## src/rtl/jump_ctl_pkg.sv

```systemverilog
// Shared definitions for the jump controller.
//   state_e           : controller states (2-bit encoding)
//   SIDE_LEFT/RIGHT   : platform / key side encoding
//   SCORE_W_DEF       : default score counter width
//   IDLE_TIMEOUT_MS_DEF : default idle timeout in ms
//   cnt_width()       : bits needed to hold 0..max_val
package jump_ctl_pkg;

  typedef enum logic [1:0] {
    S_IDLE = 2'd0,
    S_JUMP = 2'd1,
    S_FALL = 2'd2,
    S_OVER = 2'd3
  } state_e;

  localparam logic SIDE_LEFT  = 1'b0;
  localparam logic SIDE_RIGHT = 1'b1;

  localparam int SCORE_W_DEF         = 10;
  localparam int IDLE_TIMEOUT_MS_DEF = 3000;

  function automatic int cnt_width(input int max_val);
    return (max_val < 2) ? 1 : $clog2(max_val + 1);
  endfunction

endpackage

```

## src/rtl/jump_ctl_sat_counter.sv

```systemverilog
// Saturating up-counter with synchronous clear.
// Ports:
//   clk    : clock
//   clr_i  : synchronous clear (has priority over increment)
//   inc_i  : increment by one, holds at all-ones
//   cnt_o  : current count (registered)
module jump_ctl_sat_counter #(
  parameter int W = 4
) (
  input  logic         clk,
  input  logic         clr_i,
  input  logic         inc_i,
  output logic [W-1:0] cnt_o
);

  localparam logic [W-1:0] CNT_MAX = {W{1'b1}};

  logic [W-1:0] cnt_q, cnt_d;

  always_comb begin
    cnt_d = cnt_q;
    if (clr_i) begin
      cnt_d = '0;
    end else if (inc_i && (cnt_q != CNT_MAX)) begin
      cnt_d = cnt_q + W'(1);
    end
  end

  always_ff @(posedge clk) begin
    cnt_q <= cnt_d;
  end

  assign cnt_o = cnt_q;

endmodule

```

## src/rtl/jump_ctl.sv

```systemverilog
// Jump controller: turns key pulses into one-cycle jump commands for the
// character block, scores landed hops and declares game over after a fall.
// Optional feature macro: JUMP_IDLE_TIMEOUT_EN (automatic fail after
// IDLE_TIMEOUT_MS ms with a platform pending and no key press).
// Ports:
//   clk, rst          : clock, synchronous active-high reset
//   module_en         : low behaves exactly like rst
//   one_ms_tick       : 1 ms pulse (timeout feature only)
//   key_left/right    : debounced press pulses
//   landed            : hop/fall finished pulse from the character block
//   next_valid/side   : next platform side from the generator
//   next_ack          : consumes next_side
//   jump_left/right/fail : one-cycle commands
//   score, score_tick : saturating hop count and increment pulse
//   game_over         : level, held until reset
//
// state  | meaning
// S_IDLE | waiting for a key with a platform pending
// S_JUMP | correct jump issued, waiting for landed to score
// S_FALL | fall issued, waiting for landed to end the game
// S_OVER | terminal, only reset leaves
module jump_ctl
  import jump_ctl_pkg::*;
#(
  parameter int SCORE_W         = SCORE_W_DEF,
  parameter int IDLE_TIMEOUT_MS = IDLE_TIMEOUT_MS_DEF
) (
  input  logic               clk,
  input  logic               rst,
  input  logic               module_en,
  input  logic               one_ms_tick,
  input  logic               key_left,
  input  logic               key_right,
  input  logic               landed,
  input  logic               next_valid,
  input  logic               next_side,
  output logic               next_ack,
  output logic               jump_left,
  output logic               jump_right,
  output logic               jump_fail,
  output logic [SCORE_W-1:0] score,
  output logic               score_tick,
  output logic               game_over
);

  state_e state_q, state_d;

  logic clr_all;
  logic key_one, key_side, take, side_match, timeout_hit;
  logic jump_left_q,  jump_left_d;
  logic jump_right_q, jump_right_d;
  logic jump_fail_q,  jump_fail_d;
  logic next_ack_q,   next_ack_d;
  logic score_tick_q, score_tick_d;
  logic game_over_q,  game_over_d;

  assign clr_all    = rst | ~module_en;

  // A press counts only when exactly one key is down and a platform is pending.
  assign key_one    = key_left ^ key_right;
  assign key_side   = key_right ? SIDE_RIGHT : SIDE_LEFT;
  assign take       = (state_q == S_IDLE) && key_one && next_valid;
  assign side_match = (key_side == next_side);

`ifdef JUMP_IDLE_TIMEOUT_EN
  localparam int TMO_W = cnt_width(IDLE_TIMEOUT_MS);
  localparam logic [TMO_W-1:0] TMO_LAST = TMO_W'(IDLE_TIMEOUT_MS - 1);

  logic             ms_inc;
  logic [TMO_W-1:0] ms_cnt;

  assign ms_inc = (state_q == S_IDLE) && next_valid && one_ms_tick;

  jump_ctl_sat_counter #(.W(TMO_W)) u_idle_cnt (
    .clk   (clk),
    .clr_i (clr_all || (state_q != S_IDLE)),
    .inc_i (ms_inc),
    .cnt_o (ms_cnt)
  );

  // Fires on the tick that brings the count to IDLE_TIMEOUT_MS; a valid
  // key press in the same cycle takes precedence.
  assign timeout_hit = ms_inc && (ms_cnt == TMO_LAST) && !take;
`else
  logic unused_tmo;
  assign unused_tmo  = one_ms_tick ^ (IDLE_TIMEOUT_MS == 0);
  assign timeout_hit = 1'b0;
`endif

  always_ff @(posedge clk) begin
    if (clr_all) begin
      state_q      <= S_IDLE;
      jump_left_q  <= 1'b0;
      jump_right_q <= 1'b0;
      jump_fail_q  <= 1'b0;
      next_ack_q   <= 1'b0;
      score_tick_q <= 1'b0;
      game_over_q  <= 1'b0;
    end else begin
      state_q      <= state_d;
      jump_left_q  <= jump_left_d;
      jump_right_q <= jump_right_d;
      jump_fail_q  <= jump_fail_d;
      next_ack_q   <= next_ack_d;
      score_tick_q <= score_tick_d;
      game_over_q  <= game_over_d;
    end
  end

  always_comb begin
    state_d = state_q;
    case (state_q)
      S_IDLE: begin
        if (take)             state_d = side_match ? S_JUMP : S_FALL;
        else if (timeout_hit) state_d = S_FALL;
      end
      S_JUMP:  if (landed) state_d = S_IDLE;
      S_FALL:  if (landed) state_d = S_OVER;
      default: state_d = S_OVER;
    endcase
  end

  always_comb begin
    jump_left_d  = take && side_match && (key_side == SIDE_LEFT);
    jump_right_d = take && side_match && (key_side == SIDE_RIGHT);
    jump_fail_d  = (take && !side_match) || timeout_hit;
    next_ack_d   = take || timeout_hit;
    score_tick_d = (state_q == S_JUMP) && landed;
    game_over_d  = game_over_q || ((state_q == S_FALL) && landed);
  end

  jump_ctl_sat_counter #(.W(SCORE_W)) u_score_cnt (
    .clk   (clk),
    .clr_i (clr_all),
    .inc_i (score_tick_d),
    .cnt_o (score)
  );

  assign jump_left  = jump_left_q;
  assign jump_right = jump_right_q;
  assign jump_fail  = jump_fail_q;
  assign next_ack   = next_ack_q;
  assign score_tick = score_tick_q;
  assign game_over  = game_over_q;

endmodule

```

## config.mk

```make
export PLATFORM = sky130hd
export DESIGN_NAME = jump_ctl
export DESIGN_NICKNAME = d
export VERILOG_FILES = /design/src/rtl/jump_ctl_pkg.sv /design/src/rtl/jump_ctl_sat_counter.sv /design/src/rtl/jump_ctl.sv
export SDC_FILE = /design/constraint.sdc
export NUM_CORES = 1
export LEC_CHECK = 0
export ABC_AREA = 1
export BUFFER_PORTS_ARGS = -buffer_cell sky130_fd_sc_hd__buf_2
export CAP_MARGIN = 25
export CORE_ASPECT_RATIO = 1.1
export CORE_MARGIN = 2
export CORE_UTILIZATION = 50
export DETAILED_ROUTE_END_ITERATION = 10
export PLACE_DENSITY = 0.77
export SLEW_MARGIN = 10
export SYNTH_ARGS = -nofsm -noshare
export SYNTH_HDL_FRONTEND = slang
export SYNTH_SLANG_ARGS = --single-unit
```

## constraint.sdc

```tcl
create_clock -name clk -period 3.53 [get_ports clk]
set_input_delay 0.1765 -clock clk [delete_from_list [all_inputs] [get_ports clk]]
set_output_delay 0.1765 -clock clk [all_outputs]
set_load 0.01 [all_outputs]
```

==> impl_metrics.toml, run 1 <==
[cells_and_area]
seq_area_sq_um = 360
final_nets = 172
multi_input_area_sq_um = 464
area_growth_pct = 17.6
antenna_cells = 0
final_cell_mix = "nand2_1 (30), nor2_1 (24), buf_2 (23), inv_1 (19), dfxtp_1 (18)"
drive_gt1_share_pct = 23.0
final_common_cell = "nand2_1"
nFillCells = 180

[routing]
wl_per_cell_microns = 10.4
postRouteAntennaNets = 0
first_pass_iters = 4
totalWireLength_microns = 1860
vias_per_cell = 5.15
post-route-drc-count = 0
dr.first_iter.drc_count = 15
vias = 921

[global_routing]
grt_use_met2_pct = 33.3
track_usage_pct = 18.9
use_met1_pct = 22.2
use_met3_pct = 2.22
grt_max_degree = 13
grt_overflow = 0
grt_pass1_wl_microns = 3170
grt_most_used_layer = "met2"
antenna_found_initial = 0
grt_pass1_vias = 796

[sta]
hold_viol = 0
setup_viol = 0
slew_headroom_pct = 69.7
slew_violations = 0
timing.final.crit_share_pct = 42.7
tightest_slew_ns = 0.454
period_minus_slack_ns = 1.51
setup_tns_ns = 0
fmax_mhz = 663
finalClockSkew_ns = 0.0189
rsz0062_at_grt = "false"

[critical_path]
crit_type = "reg2reg"
crit_buf_inv = 1
path_depth = 8
path_max_fanout = 9
slowest_delay_ns = 0.41
startpoint_type = "flip-flop"
cp_cell_sequence = "ha_1 -> nand2_2 -> nor2_4 -> nand3_4 -> nand2_2 -> inv_2 -> nor2_1 -> nor2_1"
crit_start = "u_score_cnt.cnt_o[0]$_SDFFE_PP0P_"
cp.required_ns = 3.72
r2r_setup_slack_ns = 2.02
cp_top_family = "simple AND/OR/NAND/NOR gates"
r2r_start = "u_score_cnt.cnt_o[0]$_SDFFE_PP0P_"
crit_end = "u_score_cnt.cnt_o[0]$_SDFFE_PP0P_"
critical_path_arrival_ns = 1.70
slowest_stage = "dfxtp_1"
r2r_cells = 8
critPathCaptureType = "flip-flop"
rr_endpoint = "u_score_cnt.cnt_o[0]$_SDFFE_PP0P_"

[clocking]
clk_latency_ns = 0.30
cts_root_buffer = "clkbuf_4"
htreeDepth = 1
cts_tree = "built"
ctsHoldBuffers = 0
path_clk_slew_ns = 0.10
numClockSinks = 18
post_cts_resized = 0
ctsLongestPathBuffers = 2
post_cts_buffers = 0
cts_buffers = 3

[yosys]
yosys.area.top_type_share_pct = 39.1
ys_warn_count = 0
synth-seq-area-share_pct = 39.1
yosysTopAreaCell = "dfxtp_1"
synth_area_sq_um = 922
avgSynthCellArea_sq_um = 6.83
synth_cell_types = 19
netlist_top_cells_area = "dfxtp_1 (39%), nand2_1 (12%), nor2_1 (9.8%)"
ys_ff_latch = 18
synth.net_count = 145
synthCells = 135

[pwr]
power_uw = 364
leakage_uw = 0.000510
power.density_mw_per_mm2 = 335
vdd.ir_drop.worst_v = 0.000244

[die]
start_util_pct = 52.3
fp-row-count = 16
core_area_sq_mm = 0.00176
die_h_microns = 49.0
ios = 25
die-area_sq_mm = 0.00220
die_x_microns = 44.9

[status]
status = "completed"

[placed_design]
io_buffers = 23
place_congestion = 0.793
dp_hpwl_microns = 1440

[flow_run]
maxCapViolations = 0

[worst_hold_path]
hold_path.class = "in2reg"
==> where the power goes <==
part / switching [uW] / internal [uW] / total, uW
clock: 68.4 / 62.8 / 131
combinational: 16.4 / 9.44 / 25.9
sequential: 1.52 / 205 / 206
==> per-layer routing <==
layer	share of wire (%)	routed length [microns]	vias up
met2	53	994	28
met1	39	733	418
li1	-	-	473
met5	0	0	-
met3	6.3	117	2
met4	0.65	12	0
==> metrics by stage <==
stage	util, %	instances	hold slack [ns]	instance area, sq um	worst slack [ns]
4_1_cts	61.6	179	0.0809	1080	2.03
2_1_floorplan	-	135	0.253	922	2.17
6_report	61.6	179	0.0838	1080	2.02
3_3_place_gp	59.5	175	0.385	1050	2.11
5_1_grt	61.6	179	0.0689	1080	1.86
3_5_place_dp	59.5	175	0.393	1050	2.04
==> Yosys cell counts <==
cell / n
o21ai_0: 4
dfxtp_1: 18
clkinv_1: 1
nor2_2: 1
nand2_1: 30
nor2_1: 24
nand3_4: 1
xnor2_1: 1
nand4_1: 7
xor2_1: 3
ha_1: 1
a21oi_1: 5
nor3_1: 3
buf_6: 1
nand2_2: 2
inv_2: 3
inv_1: 19
nand3_1: 8
nor2_4: 3
==> how the worst min path moves through the flow <==
stage	endpoint	slack (ns)	from	cells past startpoint
after floorplan	jump_left$_SDFF_PP0_	0.25	key_right	1
after global placement	jump_left$_SDFF_PP0_	0.38	next_side	2
after detailed placement	jump_left$_SDFF_PP0_	0.39	next_side	2
after CTS	jump_left$_SDFF_PP0_	0.08	next_side	2
after global routing	jump_left$_SDFF_PP0_	0.07	next_side	2
final	jump_left$_SDFF_PP0_	0.08	next_side	2
==> area by class of cell <==
class                      instances  area share, %
multi-input combinational         93           42.8
inverter                          23           7.96
sequential                        18           33.2
clock buffer                       4           3.34
tap                               18           2.08
timing repair buffer              23           10.6
==> kinds of logic (layout without fill, tap and decap cells) <==
kind of cell	count (synthesis)	after routing	share of synthesized area [%]
DFF	18	18	39.1
and+or+nand+nor	79	79	40.3
xor gates and xnor gates	4	4	3.80
buffers and inverters	24	50	10.6
AOI/OAI and AO/OA	9	9	4.88
adders and majority gates	1	1	1.36
==> state kept, by name, indices dropped and copies added, names as in the netlist <==
signal	flops
jump_right	1
game_over	1
score_tick	1
state_q	2
next_ack	1
u_score_cnt.cnt_o	10
jump_left	1
jump_fail	1
No activity file was read; power rests on OpenSTA's default activity.
==> run 2: changes to the inputs <==
==> constraint.sdc (replaced) <==
create_clock -name clk -period 1.55 [get_ports clk]
set_input_delay 0.0775 -clock clk [delete_from_list [all_inputs] [get_ports clk]]
set_output_delay 0.0775 -clock clk [all_outputs]
set_load 0.01 [all_outputs]
==> run 2 against run 1 <==
Core utilization up 2.4 points. Wire length down 0.75%. Cell area up 3.9%. First-iteration DRC count down 33%. Critical path type unchanged. Critical endpoint is now u_score_cnt.cnt_o[1]$_SDFFE_PP0P_. Largest power group unchanged.
==> impl_metrics.toml, run 2 (synthesis results as in run 1) <==
[clocking]
cts_root_buffer = "clkbuf_4"
ctsLongestPathBuffers = 2
cts_buffers = 3
cts_tree = "built"
path_clk_slew_ns = 0.11
htreeDepth = 1
clk_latency_ns = 0.30
post_cts_buffers = 0
numClockSinks = 18

[sta]
slew_violations = 0
layout_setup_ws_ns = 0.164
tightest_slew_ns = 0.293
hold_viol = 0
setup_tns_ns = 0
setup_viol = 0
finalClockSkew_ns = 0.00940
fmax_mhz = 721
rsz0062_at_grt = "false"
timing.final.crit_share_pct = 89.4
period_minus_slack_ns = 1.39
slew_headroom_pct = 80.4

[placed_design]
dp_slack_ns = 0.0851
io_buffers = 23
dp_hpwl_microns = 1370
placed_area_sq_mm = 0.00106
dp_cells = 177
place_congestion = 0.792

[routing]
postRouteAntennaNets = 0
first_pass_iters = 4
dr.first_iter.drc_count = 10
vias = 909
post-route-drc-count = 0
totalWireLength_microns = 1840
vias_per_cell = 4.97
wl_per_cell_microns = 10.1

[cells_and_area]
final_cell_mix = "nand2_1 (30), nor2_1 (24), buf_2 (23), inv_1 (19), dfxtp_1 (16)"
final_common_cell = "nand2_1"
largest_register_ffs = 10
antenna_cells = 0
drive_gt1_share_pct = 24.8
area_growth_pct = 22.3
final_cells = 183
nFillCells = 167
final_nets = 176
final_area_sq_mm = 0.00113

[pwr]
power_uw = 826
leakage_uw = 0.000531
seqPwrFrac_pct = 56.9
netSwitchingPower_uw = 189
clock_power_share_pct = 35.2
vdd.ir_drop.worst_v = 0.000623
power.density_mw_per_mm2 = 733
combPwrFrac_pct = 7.9
swShare_pct = 22.9
intPower_uw = 637

[critical_path]
crit_type = "reg2reg"
critical_path_arrival_ns = 1.58
cp_cell_sequence = "ha_1 -> nand2_2 -> nor2_4 -> nand3_4 -> nand2_4 -> inv_2 -> nor2_1 -> nor2_1"
cp_top_family = "simple AND/OR/NAND/NOR gates"
slowest_delay_ns = 0.37
cpMostUsedCell = "nor2_1"
slowest_stage = "dfxtp_2"
critPathCaptureType = "flip-flop"
r2r_setup_slack_ns = 0.16
path_max_fanout = 9
crit_buf_inv = 1
cp.required_ns = 1.74
startpoint_type = "flip-flop"

[global_routing]
grt_pass1_vias = 769
grt_overflow = 0
grt_max_degree = 11
grt_pass1_wl_microns = 3060
antenna_found_initial = 0
track_usage_pct = 18.5

[die]
core_area_sq_mm = 0.00176
start_util_pct = 52.3
ios = 25
die-area_sq_mm = 0.00220
die_h_microns = 49.0
die_x_microns = 44.9
fp-row-count = 16

[status]
status = "completed"

[flow_run]
maxCapViolations = 0

[worst_hold_path]
hold_path.class = "in2reg"
[run 2: tightest hold or removal path, delay by kind of cell]
kind / cells / cell delay [ns]
buf+inv: 1 / 0.10
simple gates: 1 / 0.05
compound gates: 1 / 0.05
[run 2: area by class of cell]
type,instances,area [sq um],share of cell area (%)
Multi-Input combinational cell,93,469,41.6
Sequential cell,18,363,32.2
Timing Repair Buffer,27,150,13.3
Inverter,23,86.3,7.66
Clock buffer,4,36.3,3.22
Tap cell,18,22.5,2.00
[run 2: timing repair]
item / in CTS / in global routing
endpoints found under the hold margin: 1 / 1
setup endpoints to repair: 0 / 7
hold buffers: 1 / 1
gates resized for setup: 0 / 3
[run 2: metal layers]
| layer | GRT usage (%) | part of all wire [%] | up-vias |
|---|---|---|---|
| met5 | 0 | 0 | - |
| met3 | 2.22 | 2.7 | 4 |
| li1 | - | - | 485 |
| met2 | 31.7 | 54 | 14 |
| met1 | 21.2 | 41 | 406 |
| met4 | 10.3 | 2.2 | 0 |
[run 2: through the flow]
stage                     hold slack, ns  utilization, %
after floorplan                    0.154               -
after global placement             0.285            60.4
after detailed placement           0.291            60.4
after CTS                        0.00194            63.0
after global routing              0.0493            64.0
final                             0.0190            64.0
[run 2: final timing paths]
| check | startpoint | endpoint | depth (start not counted) |
|---|---|---|---|
| worst max-delay path | u_score_cnt.cnt_o[0]$_SDFFE_PP0P_ | u_score_cnt.cnt_o[1]$_SDFFE_PP0P_ | 8 |
| worst max register to register | u_score_cnt.cnt_o[0]$_SDFFE_PP0P_ | u_score_cnt.cnt_o[1]$_SDFFE_PP0P_ | 8 |
| worst min register to register | game_over$_SDFF_PP0_ | game_over$_SDFF_PP0_ | 2 |
| worst min-delay path | landed | game_over$_SDFF_PP0_ | 3 |
[run 2: power by group through the flow]
| stage | clock, uW | sequential [uW] | combinational, uW |
|---|---|---|---|
| global route | 320 | 471 | 73.8 |
| global placement | 0 | 480 | 59.0 |
| finish | 291 | 470 | 65.2 |
| CTS | 298 | 470 | 62.9 |
| detailed placement | 0 | 481 | 60.6 |
| floorplan | 0 | 482 | 36.3 |
==> run 3: changes to the inputs <==
--- a/config.mk
+++ b/config.mk
@@ -8,11 +8,14 @@
 export ABC_AREA = 1
 export BUFFER_PORTS_ARGS = -buffer_cell sky130_fd_sc_hd__buf_2
 export CAP_MARGIN = 25
+export CELL_PAD_IN_SITES_DETAIL_PLACEMENT = 0
+export CELL_PAD_IN_SITES_GLOBAL_PLACEMENT = 2
 export CORE_ASPECT_RATIO = 1.1
 export CORE_MARGIN = 2
-export CORE_UTILIZATION = 50
+export CORE_UTILIZATION = 27
 export DETAILED_ROUTE_END_ITERATION = 10
-export PLACE_DENSITY = 0.77
+export PLACE_DENSITY_LB_ADDON = 0.1
+export SKIP_LAST_GASP = 1
 export SLEW_MARGIN = 10
 export SYNTH_ARGS = -nofsm -noshare
 export SYNTH_HDL_FRONTEND = slang
==> constraint.sdc (replaced) <==
create_clock -name clk -period 1.3 [get_ports clk]
set_input_delay 0.065 -clock clk [delete_from_list [all_inputs] [get_ports clk]]
set_output_delay 0.065 -clock clk [all_outputs]
set_load 0.01 [all_outputs]
==> run 3 against run 2 <==
Clock skew shrank 0.0050 ns. Non-clock buffer count grew 22. Wire length grew 22%. Critical endpoint is now u_score_cnt.cnt_o[4]$_SDFFE_PP0P_.
==> impl_metrics.toml, run 3 (synthesis results as in run 1) <==
[critical_path]
crit_type = "reg2reg"
cp.required_ns = 1.53
r2r_setup_slack_ns = 0.02
path_max_fanout = 2
critPathCaptureType = "flip-flop"
startpoint_type = "flip-flop"
critical_path_arrival_ns = 1.51

[flow_run]
maxCapViolations = 0

[clocking]
htreeDepth = 1
cts_tree = "built"
numClockSinks = 18
cts_root_buffer = "clkbuf_4"
clk_latency_ns = 0.30
path_clk_slew_ns = 0.11
ctsLongestPathBuffers = 2
cts_buffers = 3

[die]
core_area_sq_mm = 0.00330
die-area_sq_mm = 0.00390
fp-row-count = 22
die_x_microns = 59.7
start_util_pct = 27.9
die_h_microns = 65.3
ios = 25

[global_routing]
grt_overflow = 0
grt_pass1_wl_microns = 3850
antenna_found_initial = 0
grt_pass1_vias = 946
grt_max_degree = 11
track_usage_pct = 13.1

[sta]
fmax_mhz = 784
tightest_slew_ns = 0.323
setup_viol = 0
finalClockSkew_ns = 0.00444
period_minus_slack_ns = 1.28
slew_violations = 0
hold_viol = 0
timing.final.crit_share_pct = 98.2
rsz0062_at_grt = "true"
slew_headroom_pct = 78.4
setup_tns_ns = 0

[cells_and_area]
fin_util_pct = 41.1
drive_gt1_share_pct = 37.4
largest_register_ffs = 10
final_nets = 198
final_cell_mix = "nand2_1 (30), buf_2 (23), nor2_1 (22), buf_4 (22), inv_1 (19)"
final_common_cell = "nand2_1"
antenna_cells = 0
area_growth_pct = 47.2
final_area_sq_mm = 0.00136

[routing]
first_pass_iters = 4
totalWireLength_microns = 2250
postRouteAntennaNets = 0
wl_per_cell_microns = 10.1
dr.first_iter.drc_count = 22
post-route-drc-count = 0
vias_per_cell = 4.34
vias = 967

[placed_design]
io_buffers = 23
dp_hpwl_microns = 1730
placed_area_sq_mm = 0.00122
place_congestion = 0.762

[pwr]
vdd.ir_drop.worst_v = 0.000429
power_uw = 1010
leakage_uw = 0.000662
power.density_mw_per_mm2 = 742

[status]
status = "completed"

[worst_hold_path]
hold_path.class = "in2reg"
[run 3: layer usage]
metal  vias to the layer above  track usage (%)  part of all wire, %
met4                         0             6.67                  2.3
met1                       427             13.9                   42
met2                        12             24.2                   53
li1                        524                -                    -
met5                         -                0                    0
met3                         4             1.77                  2.5
[run 3: stage by stage]
stage,hold WS (ns),worst slack (ns),std cells
floorplan,0.142,0.0124,135
global placement,0.273,0.00712,212
detailed placement,0.279,0.00323,212
CTS,0.00213,-0.00944,218
global route,0.0124,-0.0804,223
finish,0.00793,0.0239,223
[run 3: layout make-up]
cell class              instances  area (sq um)
clock buffers                   4          36.3
fillers                       350          1950
inverters                      23          86.3
multi-input cells              93           502
flip-flops and latches         18           365
well taps                      36          45.0
repair buffers                 49           323
[run 3: final timing paths]
kind                                startpoint                                end  cells after the start
min reg2reg               game_over$_SDFF_PP0_               game_over$_SDFF_PP0_                      2
min                                     landed               game_over$_SDFF_PP0_                      3
max reg2reg  u_score_cnt.cnt_o[1]$_SDFFE_PP0P_  u_score_cnt.cnt_o[4]$_SDFFE_PP0P_                      8
max          u_score_cnt.cnt_o[1]$_SDFFE_PP0P_  u_score_cnt.cnt_o[4]$_SDFFE_PP0P_                      8
[run 3: what timing repair did]
item	4_1_cts	5_1_grt
gates resized for setup	1	11
buffers inserted	0	5
gates cloned	0	0
hold endpoints to repair	2	0
endpoints found under the setup margin	7	10
hold buffers	2	0
pin swaps	2	6
[run 3: report_power, final]
group	leakage (uW)	total, uW	internal, uW	switching, uW
Sequential	0.000147	560	557	3.05
Combinational	0.000494	85.8	37.2	48.6
Clock	0.0000210	361	171	190
[run 3: worst max-delay path, stage by stage (launching register included)]
cell     delay [ns]
dfxtp_2        0.37
ha_4           0.15
nand2_4        0.06
nor2_4         0.12
buf_4          0.12
buf_4          0.09
xor2_1         0.13
nand2_1        0.07
a21oi_1        0.10
